## config.mk

```make
export PLATFORM = sky130hd
export DESIGN_NAME = alu_decode_stage
export DESIGN_NICKNAME = d
export VERILOG_FILES = /design/src/rtl/alu_decode_stage.sv
export SDC_FILE = /design/constraint.sdc
export NUM_CORES = 1
export LEC_CHECK = 0
export CORE_MARGIN = 1.5
export CORE_UTILIZATION = 46
export DETAILED_ROUTE_END_ITERATION = 8
export HOLD_SLACK_MARGIN = 0.03
export PLACE_DENSITY_LB_ADDON = 0.05
export SLEW_MARGIN = 20
export SYNTH_ARGS = -nofsm -noshare
export SYNTH_HDL_FRONTEND = slang
export SYNTH_SLANG_ARGS = --single-unit
```

## constraint.sdc

```tcl
create_clock -name clk -period 3.86 [get_ports clk]
set_clock_uncertainty 0.1 [all_clocks]
set_input_delay 1.158 -clock clk [delete_from_list [all_inputs] [get_ports clk]]
set_output_delay 1.158 -clock clk [all_outputs]
set_load 0.02 [all_outputs]
```

## src/rtl/alu_decode_stage.sv

```systemverilog
// ID stage for the MIPS-I integer ALU subset: decodes one instruction into a
// one-hot ALU function, operand selects and extended immediate, held in a
// single-entry ID/EX register with valid/ready handshake and flush.
module alu_decode_stage #(
  parameter int unsigned PC_W = 32
) (
  input  logic            clk,
  input  logic            rst,
  input  logic            in_valid,
  output logic            in_ready,
  input  logic [31:0]     in_instr,
  input  logic [PC_W-1:0] in_pc,
  input  logic            flush,
  output logic            out_valid,
  input  logic            out_ready,
  output logic [11:0]     alu_f,
  output logic            a_sel,
  output logic [1:0]      b_sel,
  output logic [31:0]     imm_ext,
  output logic [4:0]      dst_reg,
  output logic            reg_write,
  output logic            illegal,
  output logic [PC_W-1:0] out_pc
);

  localparam logic [11:0] F_ADD  = 12'h001;
  localparam logic [11:0] F_SUB  = 12'h002;
  localparam logic [11:0] F_SLTU = 12'h004;
  localparam logic [11:0] F_SLT  = 12'h008;
  localparam logic [11:0] F_AND  = 12'h010;
  localparam logic [11:0] F_OR   = 12'h020;
  localparam logic [11:0] F_NOR  = 12'h040;
  localparam logic [11:0] F_XOR  = 12'h080;
  localparam logic [11:0] F_SLL  = 12'h100;
  localparam logic [11:0] F_SRL  = 12'h200;
  localparam logic [11:0] F_SRA  = 12'h400;
  localparam logic [11:0] F_PASB = 12'h800;

  typedef enum logic {ST_EMPTY, ST_FULL} state_t;

  state_t r_state, w_state_nxt;

  logic [5:0]  w_op, w_funct;
  logic [4:0]  w_rt, w_rd, w_shamt;
  logic [15:0] w_imm;

  logic [11:0] w_alu_f;
  logic        w_a_sel;
  logic [1:0]  w_b_sel;
  logic [31:0] w_imm_ext;
  logic [4:0]  w_dst;
  logic        w_writes;
  logic        w_illegal;
  logic        w_reg_write;
  logic        w_load;

  logic [11:0]     r_alu_f;
  logic            r_a_sel;
  logic [1:0]      r_b_sel;
  logic [31:0]     r_imm_ext;
  logic [4:0]      r_dst;
  logic            r_reg_write;
  logic            r_illegal;
  logic [PC_W-1:0] r_pc;

  assign w_op    = in_instr[31:26];
  assign w_rt    = in_instr[20:16];
  assign w_rd    = in_instr[15:11];
  assign w_shamt = in_instr[10:6];
  assign w_funct = in_instr[5:0];
  assign w_imm   = in_instr[15:0];

  always_comb begin
    w_alu_f   = '0;
    w_a_sel   = 1'b0;
    w_b_sel   = 2'd0;
    w_imm_ext = '0;
    w_dst     = '0;
    w_writes  = 1'b1;
    w_illegal = 1'b0;
    if (w_op == 6'h00) begin
      // imm_ext carries shamt so the EX B-mux can select it for immediate shifts
      w_dst     = w_rd;
      w_imm_ext = {27'd0, w_shamt};
      unique case (w_funct)
        6'h20, 6'h21: w_alu_f = F_ADD;
        6'h22, 6'h23: w_alu_f = F_SUB;
        6'h24:        w_alu_f = F_AND;
        6'h25:        w_alu_f = F_OR;
        6'h26:        w_alu_f = F_XOR;
        6'h27:        w_alu_f = F_NOR;
        6'h2A:        w_alu_f = F_SLT;
        6'h2B:        w_alu_f = F_SLTU;
        6'h00: begin w_alu_f = F_SLL; w_a_sel = 1'b1; w_b_sel = 2'd2; end
        6'h02: begin w_alu_f = F_SRL; w_a_sel = 1'b1; w_b_sel = 2'd2; end
        6'h03: begin w_alu_f = F_SRA; w_a_sel = 1'b1; w_b_sel = 2'd2; end
        6'h04: begin w_alu_f = F_SLL; w_a_sel = 1'b1; w_b_sel = 2'd3; end
        6'h06: begin w_alu_f = F_SRL; w_a_sel = 1'b1; w_b_sel = 2'd3; end
        6'h07: begin w_alu_f = F_SRA; w_a_sel = 1'b1; w_b_sel = 2'd3; end
        default: w_illegal = 1'b1;
      endcase
    end else begin
      w_dst   = w_rt;
      w_b_sel = 2'd1;
      unique case (w_op)
        6'h08, 6'h09: begin w_alu_f = F_ADD;  w_imm_ext = {{16{w_imm[15]}}, w_imm}; end
        6'h0A:        begin w_alu_f = F_SLT;  w_imm_ext = {{16{w_imm[15]}}, w_imm}; end
        6'h0B:        begin w_alu_f = F_SLTU; w_imm_ext = {{16{w_imm[15]}}, w_imm}; end
        6'h0C:        begin w_alu_f = F_AND;  w_imm_ext = {16'd0, w_imm}; end
        6'h0D:        begin w_alu_f = F_OR;   w_imm_ext = {16'd0, w_imm}; end
        6'h0E:        begin w_alu_f = F_XOR;  w_imm_ext = {16'd0, w_imm}; end
        6'h0F:        begin w_alu_f = F_PASB; w_imm_ext = {w_imm, 16'd0}; end
        6'h23:        begin w_alu_f = F_ADD;  w_imm_ext = {{16{w_imm[15]}}, w_imm}; end
        6'h2B: begin
          w_alu_f   = F_ADD;
          w_imm_ext = {{16{w_imm[15]}}, w_imm};
          w_writes  = 1'b0;
        end
        default: w_illegal = 1'b1;
      endcase
    end
    if (w_illegal) begin
      w_alu_f   = '0;
      w_a_sel   = 1'b0;
      w_b_sel   = 2'd0;
      w_imm_ext = '0;
      w_dst     = '0;
      w_writes  = 1'b0;
    end
  end

  assign w_reg_write = w_writes & (w_dst != 5'd0);

  assign in_ready = (r_state == ST_EMPTY) | out_ready;
  assign w_load   = in_valid & in_ready & ~flush;

  always_comb begin
    w_state_nxt = r_state;
    if (flush)
      w_state_nxt = ST_EMPTY;
    else if (w_load)
      w_state_nxt = ST_FULL;
    else if (out_ready)
      w_state_nxt = ST_EMPTY;
  end

  always_ff @(posedge clk) begin
    if (rst) r_state <= ST_EMPTY;
    else     r_state <= w_state_nxt;
  end

  always_ff @(posedge clk) begin
    if (rst) begin
      r_alu_f     <= '0;
      r_a_sel     <= 1'b0;
      r_b_sel     <= '0;
      r_imm_ext   <= '0;
      r_dst       <= '0;
      r_reg_write <= 1'b0;
      r_illegal   <= 1'b0;
      r_pc        <= '0;
    end else if (w_load) begin
      r_alu_f     <= w_alu_f;
      r_a_sel     <= w_a_sel;
      r_b_sel     <= w_b_sel;
      r_imm_ext   <= w_imm_ext;
      r_dst       <= w_dst;
      r_reg_write <= w_reg_write;
      r_illegal   <= w_illegal;
      r_pc        <= in_pc;
    end
  end

  assign out_valid = (r_state == ST_FULL);
  assign alu_f     = r_alu_f;
  assign a_sel     = r_a_sel;
  assign b_sel     = r_b_sel;
  assign imm_ext   = r_imm_ext;
  assign dst_reg   = r_dst;
  assign reg_write = r_reg_write;
  assign illegal   = r_illegal;
  assign out_pc    = r_pc;

endmodule
```

==> metrics.csv <==
metric,value,unit
critPathArrivalTime,2.42,ns
synth.distinct_cells,45,
drive_gt1_frac,0.106,
p_comb_frac,0.165,
grt_pass1_vias,3506,
cts_tree,done,
rows,32,
io_buffers,151,
numCtsBuffers,9,
yosysWarnings,0,
dieArea,8580,um2
leakagePower,1.88,nW
netlist_instances,444,
cts_hold_buf,0,
p_total,1.82,mW
cts_max_path_buffers,2,
ant_nets,0,
finalNetCount,656,
cpMostUsedCell,clkdlybuf4s50_1,
max-cap-violations,0,
synth_fp_nets,513,
power-per-cell-area,330,nW/um2
ctsResizeCount,0,
dp.final_hpwl,7.50,mm
tightest_slew,0.613,ns
intPower,1.31,mW
p_sw_frac,0.282,
area_delta_synth_final,49.0,%
worstSetupPathType,in -> out,
design.core.area,7770,um2
worstPathRequired,2.60,ns
yosys.area.top_type,dfxtp_1,
rsz0062_at_grt,false,
yosysMostFrequentCell,nand2_1,
slowest_stage,clkdlybuf4s50_1,
critPathMaxFanout,3,
dpl_worst_slack,0.184,ns
cts-root-buf,clkbuf_8,
cts_max_level,3,
first_pass_iters,4,
hold_violations,0,
die_y,92.6,um
grt_overflow,0,
syn-cell-area,3690,um2
irDropWorstVdd,0.251,mV
initial_core_util,0.476,
clkTransAtPathRegs,0.09,ns
cts.sinks,87,
p_switching,0.512,mW
startpoint_type,input port,
synth-async-reset-ratio,0,
wl,10.7,mm
drt-initial-drc-count,154,
die_w,92.6,um
setup_viol,0,
yosysSeqAreaShare,0.471,
p_seq_frac,0.513,
clk-insertion-delay-late,0.35,ns
min-delay-path-class,reg -> reg,
cpPeakStageDelay,0.54,ns
avgSynthCellArea,8.32,um2
antenna_cells,0,
cp_top_family,buffers and inverters,
grt_pass1_wl,17.0,mm
status,"finished, final reports clean",
crit_chain,clkdlybuf4s50_1 > nor2b_1 > inv_1 > clkdlybuf4s50_1,
synth_seq_cells,87,
ys.flop_type,dfxtp_1,
cp.buffers_inverters,3,
via_count,3738,
period_share,0.954,
synthTopCellsByArea,"dfxtp_1, nand2_1, a21oi_1, a22oi_1, nand3_1",
setup_slack,0.179,ns
antenna_found_initial,0,
period_needed,3.68,ns
final-max-slew-violation-count,0,
drc,0,
p_clk_frac,0.322,
grt_max_degree,88,
pin_count,157,
yosys.area.top_type_share,0.471,
tns,0,ns
slew_headroom,0.581,
place_congestion,0.881,
wl_per_cell,15.4,um
grt_usage,0.247,
fmax,272,MHz
synth-edff-count,0,
post_cts_buffers,0,
via_per_inst,5.39,
end_kind,output pin,
synthTopCellsByCount,"nand2_1, dfxtp_1, a21oi_1, nand3_1",
## cell type report
class / count / area, um2
clock buffers: 9 / 124
clock inverters: 7 / 56.3
fillers: 623 / 2260
inverters: 4 / 15.0
multi-input cells: 314 / 1760
flip-flops and latches: 87 / 1740
well taps: 102 / 128
repair buffers: 171 / 1680
## power groups by stage
stage / registers [mW] / logic, mW / clock network (mW)
after CTS: 0.932 / 0.299 / 0.602
after global routing: 0.935 / 0.321 / 0.637
after detailed placement: 0.953 / 0.298 / 0
after global placement: 0.952 / 0.294 / 0
final: 0.932 / 0.300 / 0.586
after floorplan: 0.983 / 0.112 / 0
## per-layer routing
metal | GRT usage | vias up | share of wire | routed length, um
met5 | 0 | - | 0 | 0
met4 | 0.0972 | 0 | 0.011 | 117
met3 | 0.0567 | 10 | 0.088 | 942
met2 | 0.387 | 151 | 0.46 | 4900
met1 | 0.330 | 1736 | 0.44 | 4710
li1 | - | 1841 | - | -
## through the flow
step	instances	hold slack, ns	area, um2	utilization
2_1_floorplan	444	0.430	3690	-
3_3_place_gp	678	0.340	5330	0.686
4_1_cts	694	0.360	5510	0.709
5_1_grt	694	0.382	5510	0.709
3_5_place_dp	678	0.346	5330	0.686
6_report	694	0.357	5510	0.709
## layout by cell type (no fill, tap or decap), types with 2 or more instances in the layout
master,instances
nor2_1,18
a221oi_1,4
and3b_1,2
or4_1,2
and3_1,2
a21o_1,2
buf_12,2
and2_1,3
clkdlybuf4s50_1,150
clkinv_2,2
a21oi_1,73
nand4b_1,2
o21ai_0,5
dfxtp_1,87
nor2b_1,3
clkbuf_8,9
inv_1,4
nand2b_1,6
a22o_1,5
nor3_1,7
a22oi_1,16
a21oi_2,9
clkinv_4,2
buf_4,18
nand3_1,21
nand2_1,101
inv_6,2
o32ai_1,2
a211oi_1,2
nand4_1,5
nand3_2,9
## worst min-delay path, cell delays in order (launching register included)
cell and delay, ns:
dfxtp_1 0.32, nand2_1 0.05, a21oi_1 0.05
## path summary, 6_finish.rpt
check	depth (start not counted)	slack (ns)	start	end
min	2	0.36	out_pc[18]	out_pc[18]
min reg2reg	2	0.36	out_pc[18]	out_pc[18]
max	4	0.18	out_ready	in_ready
max reg2reg	6	1.88	out_valid	out_pc[9]
## cells by family (layout without fill, tap and decap cells)
family                 Yosys count  count (layout)  share of synthesized area
buffers and inverters           43             191                     0.0535
and+or+nand+nor                190             190                      0.255
DFF                             87              87                      0.471
AOI/OAI and AO/OA              124             124                      0.220
Note: power is estimated with default switching activity, not from simulation.
